File: src/rtl/uart_message_sequencer.sv
// uart_message_sequencer
// A trigger byte on the RX stream selects one of NUM_MSG NUL-terminated messages
// held in an external synchronous ROM. The message is streamed byte by byte to the
// UART transmitter until a NUL byte is read, the length cap is reached, or an abort
// byte arrives.
module uart_message_sequencer #(
    parameter int         NUM_MSG     = 4,
    parameter int         MSG_LEN_MAX = 32,
    parameter logic [7:0] TRIG_BASE   = 8'h30,
    parameter logic [7:0] ABORT_CHAR  = 8'h21,
    localparam int        SEL_W       = (NUM_MSG > 1) ? $clog2(NUM_MSG) : 1,
    localparam int        IDX_W       = $clog2(MSG_LEN_MAX)
) (
    input  logic                     clk,
    input  logic                     rst,
    input  logic [7:0]               rx_data,
    input  logic                     new_rx_data,
    output logic [7:0]               tx_data,
    output logic                     new_tx_data,
    input  logic                     tx_busy,
    output logic [SEL_W+IDX_W-1:0]   rom_addr,
    input  logic [7:0]               rom_data,
    output logic                     busy,
    output logic                     done,
    output logic                     aborted,
    output logic [SEL_W-1:0]         cur_msg
);

    typedef enum logic [1:0] {
        IDLE    = 2'd0,
        FETCH   = 2'd1,
        WAIT_TX = 2'd2
    } state_t;

    state_t             state_q, state_d;
    logic [SEL_W-1:0]   sel_q, sel_d;
    logic [IDX_W-1:0]   idx_q, idx_d;
    logic [7:0]         tx_data_q, tx_data_d;
    logic               new_tx_q, new_tx_d;
    logic               done_q, done_d;
    logic               aborted_q, aborted_d;

    // Trigger range check done in 9 bits so TRIG_BASE+NUM_MSG cannot overflow.
    logic [8:0]         rx_ext;
    logic [8:0]         trig_lo;
    logic [8:0]         trig_hi;
    logic               is_trig;
    logic               is_abort;
    logic [SEL_W-1:0]   trig_sel;
    logic               idx_last;

    assign rx_ext   = {1'b0, rx_data};
    assign trig_lo  = {1'b0, TRIG_BASE};
    assign trig_hi  = trig_lo + 9'(NUM_MSG);
    assign is_trig  = new_rx_data && (rx_ext >= trig_lo) && (rx_ext < trig_hi);
    assign is_abort = new_rx_data && (rx_data == ABORT_CHAR);
    assign trig_sel = SEL_W'(rx_data - TRIG_BASE);
    assign idx_last = (idx_q == IDX_W'(MSG_LEN_MAX - 1));

    // Next-state and registered-output decisions for the sequencer FSM.
    always_comb begin
        state_d   = state_q;
        sel_d     = sel_q;
        idx_d     = idx_q;
        tx_data_d = tx_data_q;
        new_tx_d  = 1'b0;
        done_d    = 1'b0;
        aborted_d = 1'b0;
        case (state_q)
            IDLE: begin
                // Abort bytes and out-of-range bytes fall through untouched.
                if (is_trig) begin
                    sel_d   = trig_sel;
                    idx_d   = '0;
                    state_d = FETCH;
                end
            end
            FETCH: begin
                // One dead cycle: ROM read latency and lets tx_busy rise after a strobe.
                if (is_abort) begin
                    aborted_d = 1'b1;
                    state_d   = IDLE;
                end else begin
                    state_d = WAIT_TX;
                end
            end
            WAIT_TX: begin
                // Abort wins over a same-cycle send; a NUL ends the message silently.
                if (is_abort) begin
                    aborted_d = 1'b1;
                    state_d   = IDLE;
                end else if (rom_data == 8'h00) begin
                    done_d  = 1'b1;
                    state_d = IDLE;
                end else if (!tx_busy) begin
                    tx_data_d = rom_data;
                    new_tx_d  = 1'b1;
                    if (idx_last) begin
                        done_d  = 1'b1;
                        state_d = IDLE;
                    end else begin
                        idx_d   = idx_q + 1'b1;
                        state_d = FETCH;
                    end
                end
            end
            default: begin
                state_d = IDLE;
            end
        endcase
    end

    // State and output registers with synchronous reset.
    always_ff @(posedge clk) begin
        if (rst) begin
            state_q   <= IDLE;
            sel_q     <= '0;
            idx_q     <= '0;
            tx_data_q <= 8'h00;
            new_tx_q  <= 1'b0;
            done_q    <= 1'b0;
            aborted_q <= 1'b0;
        end else begin
            state_q   <= state_d;
            sel_q     <= sel_d;
            idx_q     <= idx_d;
            tx_data_q <= tx_data_d;
            new_tx_q  <= new_tx_d;
            done_q    <= done_d;
            aborted_q <= aborted_d;
        end
    end

    assign tx_data     = tx_data_q;
    assign new_tx_data = new_tx_q;
    assign rom_addr    = {sel_q, idx_q};
    assign cur_msg     = sel_q;
    assign done        = done_q;
    assign aborted     = aborted_q;
    // Stays high through the done/aborted pulse cycle even though the FSM is already idle.
    assign busy        = (state_q != IDLE) || done_q || aborted_q;

endmodule
File: config.mk
export PLATFORM = sky130hd
export DESIGN_NAME = uart_message_sequencer
export DESIGN_NICKNAME = d
export VERILOG_FILES = /design/src/rtl/uart_message_sequencer.sv
export SDC_FILE = /design/constraint.sdc
export NUM_CORES = 1
export LEC_CHECK = 0
export ABC_CLOCK_PERIOD_IN_PS = 2350
export BUFFER_PORTS_ARGS = -buffer_cell sky130_fd_sc_hd__clkbuf_2
export CELL_PAD_IN_SITES_DETAIL_PLACEMENT = 1
export CELL_PAD_IN_SITES_GLOBAL_PLACEMENT = 2
export CORE_UTILIZATION = 28
export DETAILED_ROUTE_END_ITERATION = 8
export HOLD_SLACK_MARGIN = 0.02
export PLACE_DENSITY = 0.84
export SLEW_MARGIN = 0
export SYNTH_ARGS = -nofsm -noshare
export SYNTH_HDL_FRONTEND = slang
export SYNTH_SLANG_ARGS = --single-unit
File: constraint.sdc
create_clock -name clk -period 2.35 [get_ports clk]
set_input_delay 0.47 -clock clk [delete_from_list [all_inputs] [get_ports clk]]
set_output_delay 0.47 -clock clk [all_outputs]
set_load 0.03 [all_outputs]
Word-level counts from Yosys, hierarchy flattened
Cells that the tools add are included.
- logic and storage cells: 61
- bits of input ports: 20
- output and inout port bits: 21
- bits in registers: 20
- order comparisons: 2
- bitwise gates (word level): 5
- muxes and demuxes: 18
- equal/unequal tests: 10
- $add $sub $neg: 2
- reductions and logical operators: 17
- operators by type and width (operator ; count):
    2-to-1 mux 5 bit ; 5
    2-to-1 mux 2 bit ; 5
    != test 2 bit (second input constant) ; 5
    case mux 5 bit (2 select lines) ; 1
    == test 8 x 6 -> 1 bit (second input constant) ; 1
    >= comparator 8 x 6 -> 1 bit (second input constant) ; 1
    zero test 8 bit ; 1
    < comparator 8 x 6 -> 1 bit (second input constant) ; 1
    2-to-1 mux 1 bit ; 6
    case mux 2 bit (3 select lines) ; 1
    AND reduction 6 bit ; 1
    adder 5 x 1 -> 5 bit (second input constant) ; 1
    == test 5 bit (second input constant) ; 1
    NOT 1 bit ; 5
    != test 4 bit (second input constant) ; 1
    AND reduction 2 bit ; 2
    AND reduction 4 bit ; 1
    nonzero test 2 bit ; 2
    OR reduction 2 bit ; 2
    OR reduction 4 bit ; 1
    logical AND 1 bit ; 3
    OR reduction 3 bit ; 1
    == test 2 x 1 -> 1 bit (second input constant) ; 1
    == test 2 bit (second input constant) ; 1
    3 further kinds ; 4

Depth between registers and ports, before layout
Gate-level depths: netlist (run 1).
- depth after elaboration: 6
- depth in mapped cells: 7
- gate-level depth less buffers: 6

Least setup slack after synthesis (run 1)
Ideal clock, no wire load.
- path kind: flip-flop to flip-flop
- from: register idx_q[0]
- to: register idx_q[2]
- path buffers: 0
- library setup time: 139 ps
- cell stages (with the launch flop): 7
- data arrival time: 1746 ps
- required time: 2211 ps
- slack: 465 ps
- clock period less this slack: 1885 ps
- path through: dfxtp_1 ha_1 and3_1 ha_1 a2111o_1 o211ai_1 o311ai_1
- cells in the longest elaborated chain, start to end: 6
- elaborated cells on any way between the ends: 9
- those cells by class: 1 x add/sub; 2 x eq/ne; 5 x mux; 1 x reduce/logical
- RTL lines (element ; RTL line ; source):
    from (decl) ; 37 ; logic [IDX_W-1:0] idx_q, idx_d;
    from (signal assigned) ; 126 ; idx_q <= idx_d;
    adder 5 x 1 -> 5 bit ; 102 ; idx_d = idx_q + 1'b1;
    2-to-1 mux 5 bit ; 98 ; if (idx_last) begin
    2-to-1 mux 5 bit ; 95 ; end else if (!tx_busy) begin
    2-to-1 mux 5 bit ; 92 ; end else if (rom_data == 8'h00) begin
    2-to-1 mux 5 bit ; 89 ; if (is_abort) begin
    case mux 5 bit (2 select lines) ; 69 ; case (state_q)
Several ways; a longest one is shown, not always the timed one. The select of a mux whose other input is x is not followed.
A chain may end at the register's enable or synchronous reset.

Final worst setup path (run 1)
- from: register idx_q[0]
- to: register idx_q[3]
The elaborated chain is that of the path after synthesis.

==> results of run 1 <==
## flip-flops by register name (all words and copies together) (netlist names)
signal,count
idx_q,5
new_tx_data,1
tx_data,8
done,1
aborted,1
state_q,2
cur_msg,2
## worst min path at each step
stage | from | end | slack [ps] | cells past startpoint
floorplan | state_q[1]$_SDFFE_PP0P_ | state_q[1]$_SDFFE_PP0P_ | 500 | 2
global placement | tx_data[3]$_SDFFE_PP0P_ | tx_data[3]$_SDFFE_PP0P_ | 470 | 2
detailed placement | tx_data[1]$_SDFFE_PP0P_ | tx_data[1]$_SDFFE_PP0P_ | 480 | 2
CTS | rom_data[6] | tx_data[6]$_SDFFE_PP0P_ | 490 | 3
global route | rom_data[4] | tx_data[4]$_SDFFE_PP0P_ | 490 | 3
finish | tx_data[2]$_SDFFE_PP0P_ | tx_data[2]$_SDFFE_PP0P_ | 490 | 2
## cell type report
| class | instances | area share |
|---|---|---|
| clock buffers | 3 | 0.0284 |
| inverters | 7 | 0.0181 |
| multi-input cells | 98 | 0.497 |
| flip-flops and latches | 20 | 0.275 |
| well taps | 50 | 0.0430 |
| repair buffers | 40 | 0.138 |
## kinds of logic (layout without fill, tap and decap cells)
family	after synthesis	after routing
AOI/OAI and AO/OA	42	42
buffers and inverters	14	50
DFF	20	20
muxes	2	2
adders and majority gates	6	6
and+or+nand+nor	48	48
## through the flow
step,area [um^2],worst slack (ps),hold slack [ps],cells
floorplan,1200,465,504,132
global placement,1410,493,467,215
detailed placement,1410,427,479,215
CTS,1450,400,485,218
global route,1450,228,490,218
finish,1450,421,488,218
## per-layer routing
metal / part of all wire / track usage
met1: 0.44 / 0.195
met2: 0.49 / 0.255
met3: 0.051 / 0.0372
met4: 0.015 / 0.0638
met5: 0 / 0
## placed cells by master (no fill, tap or decap), types with 2 or more instances in the layout
cell	Yosys	final
nand3b_1	4	4
nor2b_1	3	3
o211ai_1	7	7
clkbuf_2	0	40
inv_1	7	7
nor2_1	6	6
a31oi_1	2	2
nand2_1	4	4
o21ai_0	10	10
clkbuf_8	0	3
o21ai_1	4	4
dfxtp_1	20	20
nor4_4	3	3
mux2i_1	2	2
ha_1	6	6
nor3b_1	5	5
and3_1	2	2
a21oi_1	8	8
nand3_1	10	10
## report_power, final
| group | internal, uW | switching, uW | leakage (uW) | total [uW] |
|---|---|---|---|---|
| Clock | 114 | 111 | 0.0000216 | 225 |
| Sequential | 345 | 5.25 | 0.000161 | 350 |
| Combinational | 48.4 | 92.9 | 0.000408 | 141 |
## worst max-delay path: stages, from the launching register on
cell and delay (ps):
dfxtp_1 360, ha_1 240, and3_1 190, ha_1 200, a2111o_1 470, o211ai_1 210, o211ai_1 120
==> impl_results.md, run 1 <==
* Post-CTS sizing at 0
* Worst reg2reg path startpoint: idx_q[0]$_SDFFE_PP0P_
* Final core occ at 0.358
* Clock Tree Root: clkbuf_8
* Chip height at 67.5 um
* Core area at 4060 um^2
* GRT overflow at 0
* Count leader, synth: dfxtp_1
* Maximum vdd drop at 266 uV
* Synth cell types at 43
* GR Util All Layers at 0.156
* Final-report hold violation count at 0
* FF-to-FF path depth at 6
* Post-synth top area share at 0.334
* Largest net degree at the start of global routing at 27
* Maximum clock insertion buffer count at 2
* Worst setup path startpoint: idx_q[0]$_SDFFE_PP0P_
* Initial Utilization at 0.296
* Post-Synth Adder-Cell Area at 0.0626
* Synthesis-stage register bit count at 20
* DRC viols at 0
* Fmax at 518 MHz
* Synth Area in Compound Gates at 0.236
* Cts bufs inserted at 3
* Syn Inst Count at 132
* Final HPWL DP at 2.57 mm
* Final setup viols at 0
* Post-Route WL at 3.26 mm
* Hold WC Path Type: reg -> reg
* IO Count at 41
* Setup TNS Final at 0 ps
* Worst Path Max Fanout at 6
* Mux share of post-synthesis cell area at 0.0167
* Status: complete, no violations
* Critical path data required time at 2480 ps
* Mapped Area at 1200 um^2
* Worst setup EP type: flip-flop
* Share of layout cells above drive strength 1 at 0.327
* PwrDens at 493 nW/um^2
* Crit Path Class: reg -> reg
* Multi-input gate area at 723 um^2
* Std cell rows at 23
* H-tree depth at 1
* Synth async-reset ratio at 0
* Post-CTS setup buffer count at 0
* Top FF cell, synth: dfxtp_1
* Die width at 67.5 um
* Routed Antenna Nets at 0
* Seq/Total Area, Yosys at 0.334
* Vias per inst at 5.29
* TritonCTS clock tree: built
* First-pass GRT wire length at 5.28 mm
* Synth-to-layout area growth at 21.2%
* Total Power at 717 uW
* # hold bufs at CTS at 0
* Max Cap Viol at 0
* DR vias at 1154
* RePlAce Congestion at 0.751
* Actual slew at the worst max-slew pin at 616 ps
* Cell taking the most area after synthesis: dfxtp_1
* Layout fillers at 500
* Leakage at 0.000591 uW
* CP Launch Type: flip-flop
* EDFF count, synth at 0
* Yosys Warn Count at 0
* Reg2reg end: idx_q[3]$_SDFFE_PP0P_
* Port Buffer Count at 40
* Worst setup endpoint: idx_q[3]$_SDFFE_PP0P_
* Slew headroom at 0.588
* DR pass1 iterations at 4
* Synth Area per Inst at 9.09 um^2
* RSZ-0062 raised after global routing: no
* CTS Sinks at 20
* Crit path DAT at 2060 ps
* Top cells by count, synth: dfxtp_1 (20), nand3_1 (10), o21ai_0 (10)
* Seq. cell area at 400 um^2
* Syn_nets at 158
* Slew Viols, Final at 0
* Initial antenna violation count at 0
* Final period util at 0.821
* Simple-Gate Fraction of Synth Area at 0.288
* DIE AREA at 4550 um^2
* Synth Area in XOR/XNOR at 0
* ANT cells at 0
* Skew-Pair Late Insertion Delay at 260 ps
* Worst-path clk slew at 70 ps
* Final Skew at 2.74 ps
* Largest family of logic cells by synthesized area: simple AND/OR/NAND/NOR gates
* WL per Instance at 15.0 um
* Layout Nets at 196
* Minimum clock period at 1930 ps
* Vias in the first global route at 1117
* FF-to-FF setup slack at 420 ps
* Top post-synthesis cells by area: dfxtp_1 (33%), ha_1 (6.3%), nor4_4 (5.3%), o211ai_1 (4.4%), nand3_1 (4.2%)
* DRT iter0 DRCs at 19
(Power assumes the default switching activity.)
==> run 2, diff against run 1 <==
--- a/config.mk
+++ b/config.mk
@@ -5,7 +5,7 @@
 export SDC_FILE = /design/constraint.sdc
 export NUM_CORES = 1
 export LEC_CHECK = 0
-export ABC_CLOCK_PERIOD_IN_PS = 2350
+export ABC_CLOCK_PERIOD_IN_PS = 2009
 export BUFFER_PORTS_ARGS = -buffer_cell sky130_fd_sc_hd__clkbuf_2
 export CELL_PAD_IN_SITES_DETAIL_PLACEMENT = 1
 export CELL_PAD_IN_SITES_GLOBAL_PLACEMENT = 2
==> constraint.sdc (replaced) <==
create_clock -name clk -period 2.01 [get_ports clk]
set_input_delay 0.402 -clock clk [delete_from_list [all_inputs] [get_ports clk]]
set_output_delay 0.402 -clock clk [all_outputs]
set_load 0.03 [all_outputs]
==> run 2 against run 1 <==
Net effect:
- worst hold slack got worse by 63 ps
- critical endpoint is now idx_q[2]$_SDFFE_PP0P_
- count of clock-buffer cells in the layout did not move
- clock power rose by 15%
- highest routed layer unchanged
- worst setup slack got worse by 320 ps
- critical path depth did not move
- clock skew fell by 1.3 ps
- non-clock buffer count rose by 2
- wire length rose by 3.2%
- die area did not move
==> impl_results.md, run 2 (synthesis gave the netlist of run 1 again) <==
* Clock Tree Root: clkbuf_8
* Largest register FFs at 8 (unchanged)
* Slew Viols, Final at 0 (unchanged)
* Vias in the first global route at 1148 (+2.8%)
* Largest net degree at the start of global routing at 15 (-44%)
* Vias per inst at 5.27 (-0.39%)
* First-pass GRT wire length at 5.42 mm (+2.6%)
* PwrDens at 567 nW/um^2 (+15%)
* Leakage at 0.000601 uW (+1.7%)
* Maximum vdd drop at 355 uV (+34%)
* Worst stage delay on the critical path at 480 ps (about the same)
* Post-Route WL at 3.36 mm (+3.2%)
* Synth-to-layout area growth at 22.4%
* Slew headroom at 0.670 (+0.0816)
* Cts bufs inserted at 3 (unchanged)
* Actual slew at the worst max-slew pin at 494 ps (-122 ps)
* DR vias at 1160 (+0.52%)
* DR pass1 iterations at 4 (unchanged)
* Post-CTS sizing at 0 (unchanged)
* WP buf/inv at 0 (unchanged)
* Crit path DAT at 2040 ps (-20 ps)
* Most common cell after layout, fill and taps aside: clkbuf_2
* Hold WC Path Type: in -> reg
* Share of layout cells above drive strength 1 at 0.335 (+0.00791)
* Worst-path clk slew at 70 ps (about the same)
* Routed Antenna Nets at 0 (unchanged)
* Initial Utilization at 0.296 (unchanged)
* Place WS at 141 ps (-286 ps)
* GRT overflow at 0 (unchanged)
* Crit Path Class: reg -> reg
* Critical path's top delay family: compound AO/OA/AOI/OAI gates
* CP cell instances: ha_1 -> and3_1 -> ha_1 -> a2111o_1 -> o211ai_1 -> o311ai_1
* Layout Nets at 198 (+1.0%)
* Worst Path Max Fanout at 6 (unchanged)
* Worst setup EP type: flip-flop
* Core area at 4060 um^2 (unchanged)
* Skew-Pair Late Insertion Delay at 260 ps (about the same)
* # hold bufs at CTS at 0 (unchanged)
* TritonCTS clock tree: built
* CTS Sinks at 20 (unchanged)
* Total Power at 832 uW (+16%)
* Crit path top cell by count: ha_1
* IO Count at 41 (unchanged)
* Max Cap Viol at 0 (unchanged)
* Final setup viols at 0 (unchanged)
* Final HPWL DP at 2.69 mm (+4.6%)
* Post-route setup slack at 105 ps (-317 ps)
* Commonest cells after routing, fill and taps aside: clkbuf_2 (40), dfxtp_1 (20), nand3_1 (10), o21ai_0 (9), a21oi_1 (8)
* Minimum clock period at 1910 ps (-23.3 ps)
* Layout fillers at 492 (-1.6%)
* DIE AREA at 4550 um^2 (unchanged)
* Initial antenna violation count at 0 (unchanged)
* Port Buffer Count at 40 (unchanged)
* WL per Instance at 15.3 um (+2.3%)
* ANT cells at 0 (unchanged)
* DRT iter0 DRCs at 36 (+17)
* Final-report hold violation count at 0 (unchanged)
* Final Skew at 1.46 ps (-1.29 ps)
* Status: complete, no violations
* Final period util at 0.948 (+0.127)
* Post-CTS setup buffer count at 0 (unchanged)
* Maximum clock insertion buffer count at 2 (unchanged)
* CP Launch Type: flip-flop
* Crit-path slowest cell: a2111o_1
* GR Util All Layers at 0.162 (+0.00564)
* RePlAce Congestion at 0.818 (+8.9%)
* Std cell rows at 23 (unchanged)
* H-tree depth at 1 (unchanged)
* Fmax at 525 MHz (+1.2%)
* Die width at 67.5 um (unchanged)
* Chip height at 67.5 um (unchanged)
* DRC viols at 0 (unchanged)
* Setup TNS Final at 0 ps (unchanged)
* RSZ-0062 raised after global routing: no
* Critical path data required time at 2150 ps (-330 ps)
run 2: path summary, 6_finish.rpt:
kind	start	endpoint	slack, ps	cells past startpoint
worst max register to register	idx_q[0]$_SDFFE_PP0P_	idx_q[2]$_SDFFE_PP0P_	100	6
worst min register to register	tx_data[3]$_SDFFE_PP0P_	tx_data[3]$_SDFFE_PP0P_	490	2
worst max-delay path	idx_q[0]$_SDFFE_PP0P_	idx_q[2]$_SDFFE_PP0P_	100	6
worst min-delay path	rom_data[3]	tx_data[3]$_SDFFE_PP0P_	430	3
run 2: area by class of cell:
class                   count  area [um^2]  share of cell area
well taps                  50         62.6              0.0426
clock buffers               3         41.3              0.0281
inverters                   7         26.3              0.0179
multi-input cells          98          723               0.492
flip-flops and latches     20          400               0.273
repair buffers             42          215               0.147
run 2: worst reg2reg max path, stage by stage (launching register included):
cell      delay [ps]
dfxtp_1          360
ha_1             250
and3_1           190
ha_1             210
a2111o_1         480
o211ai_1         200
o311ai_1         110
run 2: per-layer routing:
metal,global-route usage,share of wire,routed length [um],vias to the layer above
met5,0,0,0,-
met4,0.0479,0.011,37,0
met3,0.0405,0.044,147,5
met2,0.280,0.49,1640,27
met1,0.195,0.46,1530,555
li1,-,-,-,573
run 2: power by group:
part,internal [uW],total [uW],switching (uW)
clock network,133,259,126
registers,403,409,6.02
logic,58.1,164,106
run 2: metrics by stage:
stage	std cells	hold slack, ps	utilization	area (um^2)
floorplan	132	504	-	1200
global placement	217	467	0.352	1430
detailed placement	217	479	0.352	1430
CTS	220	422	0.362	1470
global route	220	424	0.362	1470
finish	220	426	0.362	1470
